$ cat src/rtl/systolic_result_collector.sv
// Assembles 2x2 systolic results into matrices, queues them in a FIFO and streams them row-major.
// Optional SYSTOLIC_COLLECT_RELU_EN clamps negative accumulators to zero at capture.
module systolic_result_collector #(
  parameter int unsigned ACC_W  = 16,
  parameter int unsigned AXIS_W = 3,
  parameter int unsigned DEPTH  = 4
) (
  input  logic              clk,
  input  logic              reset,
  input  logic [1:0]        v,
  input  logic [AXIS_W-1:0] x,
  input  logic [AXIS_W-1:0] y,
  input  logic [ACC_W-1:0]  c1,
  input  logic [ACC_W-1:0]  c2,
  input  logic [ACC_W-1:0]  c3,
  input  logic [ACC_W-1:0]  c4,
  output logic [ACC_W-1:0]  out_data,
  output logic              out_row,
  output logic              out_col,
  output logic [AXIS_W-1:0] out_tag_x,
  output logic [AXIS_W-1:0] out_tag_y,
  output logic              out_last,
  output logic              out_valid,
  input  logic              out_ready,
  output logic              overflow,
  output logic              seq_err,
  output logic              busy
);

  localparam int unsigned PtrW = $clog2(DEPTH);

  typedef enum logic [1:0] {StIdle, StGot1, StGot2} state_e;

  state_e              state_q;
  logic [ACC_W-1:0]    slot0_q, slot1_q, slot2_q;
  logic [AXIS_W-1:0]   tag_x_q, tag_y_q;
  logic [ACC_W-1:0]    mem_data [DEPTH][4];
  logic [AXIS_W-1:0]   mem_x [DEPTH];
  logic [AXIS_W-1:0]   mem_y [DEPTH];
  logic [PtrW-1:0]     wr_ptr_q, rd_ptr_q;
  logic [PtrW:0]       count_q;
  logic [1:0]          elem_q;
  logic                overflow_q, seq_err_q;

  logic fifo_empty, fifo_full, beat, pop, push_req, push;

  function automatic logic [ACC_W-1:0] capture(input logic [ACC_W-1:0] val);
`ifdef SYSTOLIC_COLLECT_RELU_EN
    return val[ACC_W-1] ? '0 : val;
`else
    return val;
`endif
  endfunction

  assign fifo_empty = (count_q == '0);
  assign fifo_full  = (count_q == (PtrW+1)'(DEPTH));
  assign out_valid  = !fifo_empty;
  assign beat       = out_valid && out_ready;
  assign pop        = beat && (elem_q == 2'd3);
  assign push_req   = (state_q == StGot2) && (v == 2'd3);
  // A full FIFO still accepts the push if the head is leaving on this same edge.
  assign push       = push_req && (!fifo_full || pop);
  assign overflow   = overflow_q;
  assign seq_err    = seq_err_q;
  assign busy       = (state_q != StIdle) || !fifo_empty;

  always_comb begin
    out_data  = '0;
    out_row   = 1'b0;
    out_col   = 1'b0;
    out_last  = 1'b0;
    out_tag_x = '0;
    out_tag_y = '0;
    if (out_valid) begin
      out_data  = mem_data[rd_ptr_q][elem_q];
      out_row   = elem_q[1];
      out_col   = elem_q[0];
      out_last  = (elem_q == 2'd3);
      out_tag_x = mem_x[rd_ptr_q];
      out_tag_y = mem_y[rd_ptr_q];
    end
  end

  always_ff @(posedge clk) begin
    if (push && !reset) begin
      mem_data[wr_ptr_q][0] <= slot0_q;
      mem_data[wr_ptr_q][1] <= slot1_q;
      mem_data[wr_ptr_q][2] <= slot2_q;
      mem_data[wr_ptr_q][3] <= capture(c4);
      mem_x[wr_ptr_q]       <= tag_x_q;
      mem_y[wr_ptr_q]       <= tag_y_q;
    end
  end

  always_ff @(posedge clk) begin
    if (reset) begin
      state_q    <= StIdle;
      slot0_q    <= '0;
      slot1_q    <= '0;
      slot2_q    <= '0;
      tag_x_q    <= '0;
      tag_y_q    <= '0;
      wr_ptr_q   <= '0;
      rd_ptr_q   <= '0;
      count_q    <= '0;
      elem_q     <= '0;
      overflow_q <= 1'b0;
      seq_err_q  <= 1'b0;
    end else begin
      if (push) wr_ptr_q <= wr_ptr_q + 1'b1;
      if (pop)  rd_ptr_q <= rd_ptr_q + 1'b1;
      if (beat) elem_q   <= elem_q + 2'd1;
      if (push && !pop)      count_q <= count_q + 1'b1;
      else if (pop && !push) count_q <= count_q - 1'b1;
      if (push_req && !push) overflow_q <= 1'b1;

      case (v)
        2'd1: begin
          // A new first phase always restarts assembly; a partial matrix is abandoned.
          slot0_q <= capture(c1);
          tag_x_q <= x;
          tag_y_q <= y;
          state_q <= StGot1;
          if (state_q != StIdle) seq_err_q <= 1'b1;
        end
        2'd2: begin
          if (state_q == StGot1) begin
            slot1_q <= capture(c2);
            slot2_q <= capture(c3);
            state_q <= StGot2;
          end else begin
            seq_err_q <= 1'b1;
          end
        end
        2'd3: begin
          if (state_q == StGot2) state_q <= StIdle;
          else                   seq_err_q <= 1'b1;
        end
        default: ;
      endcase
    end
  end

endmodule

$ cat config.mk
export PLATFORM = sky130hd
export DESIGN_NAME = systolic_result_collector
export DESIGN_NICKNAME = d
export VERILOG_FILES = /design/src/rtl/systolic_result_collector.sv
export SDC_FILE = /design/constraint.sdc
export NUM_CORES = 1
export LEC_CHECK = 0
export BUFFER_PORTS_ARGS = -buffer_cell sky130_fd_sc_hd__buf_2
export CAP_MARGIN = 20
export CELL_PAD_IN_SITES_DETAIL_PLACEMENT = 1
export CELL_PAD_IN_SITES_GLOBAL_PLACEMENT = 2
export CORE_ASPECT_RATIO = 0.8
export CORE_MARGIN = 5
export CORE_UTILIZATION = 34
export DETAILED_ROUTE_END_ITERATION = 10
export GPL_TIMING_DRIVEN = 0
export PLACE_DENSITY = 0.73
export REMOVE_ABC_BUFFERS = 1
export SLEW_MARGIN = 10
export SYNTH_ARGS = -nofsm -noshare
export SYNTH_HDL_FRONTEND = slang
export SYNTH_SLANG_ARGS = --single-unit
export TNS_END_PERCENT = 1
$ cat constraint.sdc
create_clock -name clk -period 4.9 [get_ports clk]
set_input_delay 0.98 -clock clk [delete_from_list [all_inputs] [get_ports clk]]
set_output_delay 0.98 -clock clk [all_outputs]
set_load 0.02 [all_outputs]
==> flow_metrics.tcl <==
set metrics [dict create \
    run_status "completed" \
    seq_power_share_pct 53.2 \
    vias 6879 \
    nets 947 \
    post_drt_via_cell_ratio 4.96 \
    total_switching_power_w 0.00120 \
    layout_min_cycle_time_ns 3.83 \
    cp-start-kind "flip-flop" \
    core_area_um2 38100 \
    overall_die_width_um 229 \
    ys_types 37 \
    max_freq_ghz 0.261 \
    cts-htree-levels 2 \
    grt_overflow_total 0 \
    whs_ns 0.474 \
    wl_mm 29.9 \
    clk_latency_ns 0.51 \
    maxSlewHeadroom_pct 46.3 \
    place.port_buffers 103 \
    end_kind "output pin" \
    first_global_vias 7605 \
    floorplan.io_pins 104 \
    seq_area_frac_synth_pct 74.8 \
    cts_tree "yes" \
    final_core_util_pct 40.9 \
    power.leakage_nw 4.92 \
    insertedDiodeCount 0 \
    final_setup_violation_count 0 \
    timing.critical_path.required_ns 3.92 \
    layout.cells.most_common "edfxtp_1" \
    final_min_period_over_clock_period_pct 78.1 \
    worst_hold_path_type "reg2reg" \
    clock_tree.root_cell "clkbuf_16" \
    antenna_violations_before_repair 0 \
    grt_setup_unrepaired "no" \
    grtUsageTotal_pct 14.0 \
    worst-r2r-cell-count 6 \
    post_synth_instance_area_um2 13100 \
    timing.setup.critical_path_class "reg2out" \
    grt_pass1_wl_mm 45.6 \
    netSwitchingFraction_pct 19.8 \
    max-cap-violations 0 \
    finalHoldViolations 0 \
    post_cts.repair.setup_buffers 0 \
    async_reset_ff_share_pct 0 \
    crit-reg2reg-launch "elem_q[0]" \
    syn_avg_cell_area_um2 17.5 \
    reg2reg_setup_slack_ns 2.07 \
    ys.flop_type "edfxtp_1" \
    timing.critical_path.cells "buf_16 > mux4_2 > a22oi_1 > nand2_1 > buf_2" \
    slowest_cell_on_the_critical_path "dfxtp_4" \
    clock_power_share_pct 44.8 \
    most-common-layout-cells "edfxtp_1 (280), nand2_1 (129), buf_2 (102)" \
    maximum_vdd_drop_uv 189 \
    slew_violations 0 \
    syn_inst 748 \
    post-route-cell-area_um2 15600 \
    crit_fanout 36 \
    detail_route.drc_violations 0 \
    nFillCells 3760 \
    die_h_um 185 \
    dp_hpwl_mm 18.9 \
    dpl-instance-area_um2 14400 \
    post_drt_wl_per_cell_um 21.5 \
    final_antenna_net_count 0 \
    drt_iter0_markers 437 \
    clkSinkCount 349 \
    hold-path-cell-count 2 \
    area.sequential_um2 9800 \
    syn_to_final_growth_pct 19.2 \
    timing.setup.tns_ns 0 \
    power_frac_comb_pct 2.0 \
    pwr_density_cell_nw_per_um2 388 \
    timing.critical_path.to "out_data[4]" \
    dieArea_um2 42500 \
    largest_net_degree_at_the_start_of_global_routing 53 \
    placementRows 64 \
    critical-path-max-stage-delay_ns 0.86 \
    cts_made_buffers 37 \
    cts-hold-fix-buffers 0 \
    synth-edff-count 280 \
    firstDrtPassIters 6 \
    cts_max_path_buffers 3 \
    final_layout_size_suffix_gt1_share_pct 29.3 \
    postCtsResizedCells 0 \
    clock_skew_ns 0.0127 \
    multi_input_comb_area_um2 3110 \
    cp_data_arrival_time_ns 2.85 \
    gp_routability_congestion 0.642 \
    clk_transition_reported_paths_ns 0.06 \
    postSynthRegisterBits 349 \
    yosysWarningCount 0 \
    worstMarginPinSlew_ns 0.805 \
    crit-reg2reg-capture "mem_data[0][21]" \
    p_int_w 0.00485 \
    initial_core_util_pct 34.3 \
]
flip-flops by register name, summed over array words and instances (netlist names), 3 cells and up, named ones only:
register / flops
slot1_q: 16
mem_x: 12
tag_y_q: 3
slot0_q: 16
mem_y: 12
count_q: 3
slot2_q: 16
mem_data: 256
tag_x_q: 3
stage by stage:
step,std cells,setup WS [ns],power (W)
floorplan,706,-0.0487,0.00331
global placement,1304,-1.67,0.00339
detailed placement,1321,1.52,0.00341
CTS,1386,0.958,0.00612
global route,1386,0.808,0.00627
finish,1386,1.07,0.00605
per-layer routing:
metal | routed length (um) | share of wire, % | global-route usage [%] | up-vias
li1 | - | - | - | 3124
met1 | 13500 | 45 | 19.1 | 3586
met2 | 14600 | 49 | 24.0 | 130
met3 | 1270 | 4.3 | 2.50 | 39
met4 | 468 | 1.6 | 2.89 | 0
met5 | 0 | 0 | 0 | -
worst min-delay path by stage:
stage	start	end	slack, ns
6_report	seq_err	seq_err	0.47
5_1_grt	slot2_q[3]	mem_data[1][19]	0.52
4_1_cts	seq_err	seq_err	0.48
3_5_place_dp	seq_err	seq_err	0.47
3_3_place_gp	seq_err	seq_err	0.46
2_1_floorplan	slot0_q[0]	slot0_q[0]	0.46
Yosys cell counts (2+ instances only):
| cell type | number | share of area [%] |
|---|---|---|
| a22oi_2 | 3 | 0.29 |
| mux4_2 | 70 | 12 |
| and2_1 | 13 | 0.62 |
| buf_6 | 2 | 0.17 |
| buf_4 | 4 | 0.23 |
| clkbuf_1 | 23 | 0.66 |
| ha_1 | 6 | 0.57 |
| inv_1 | 4 | 0.11 |
| nand2_1 | 129 | 3.7 |
| a22oi_1 | 29 | 1.7 |
| mux2i_1 | 3 | 0.23 |
| nor3_1 | 2 | 0.077 |
| a21oi_1 | 58 | 2.2 |
| nor3b_2 | 2 | 0.19 |
| buf_2 | 12 | 0.46 |
| or3_1 | 3 | 0.14 |
| nor2_1 | 13 | 0.37 |
| dfxtp_1 | 69 | 11 |
| edfxtp_1 | 280 | 64 |
| nand3_1 | 2 | 0.077 |
| xor2_1 | 5 | 0.33 |
power groups by stage:
stage	clock, W	combinational, W	sequential [W]
after CTS	0.00278	0.000127	0.00322
after global placement	0	0.000116	0.00328
after floorplan	0	0.0000393	0.00328
after global routing	0.00291	0.000138	0.00322
final	0.00271	0.000123	0.00322
after detailed placement	0	0.000127	0.00328
critical path: cells and delay by family, from the launching register on:
family,cells,cell delay (ns)
DFF,1,0.86
muxes,1,0.59
buffers and inverters,2,0.53
AOI/OAI and AO/OA,1,0.21
and+or+nand+nor,1,0.11
cell families after synthesis:
family | count (synthesis) | share of synthesized area (%)
mux | 73 | 12.3
flops | 349 | 74.8
simple gates | 170 | 5.58
buf+inv | 47 | 1.69
compound gates | 96 | 4.49
xor+xnor | 6 | 0.402
fa+ha+maj | 7 | 0.727
final cells by class:
type | instances | area share [%]
repair buffers | 120 | 5.59
well taps | 495 | 3.97
clock inverters | 16 | 0.866
multi-input cells | 352 | 20.0
clock buffers | 49 | 6.69
inverters | 5 | 0.120
flip-flops and latches | 349 | 62.8
Note: power is estimated with default switching activity, not from simulation.
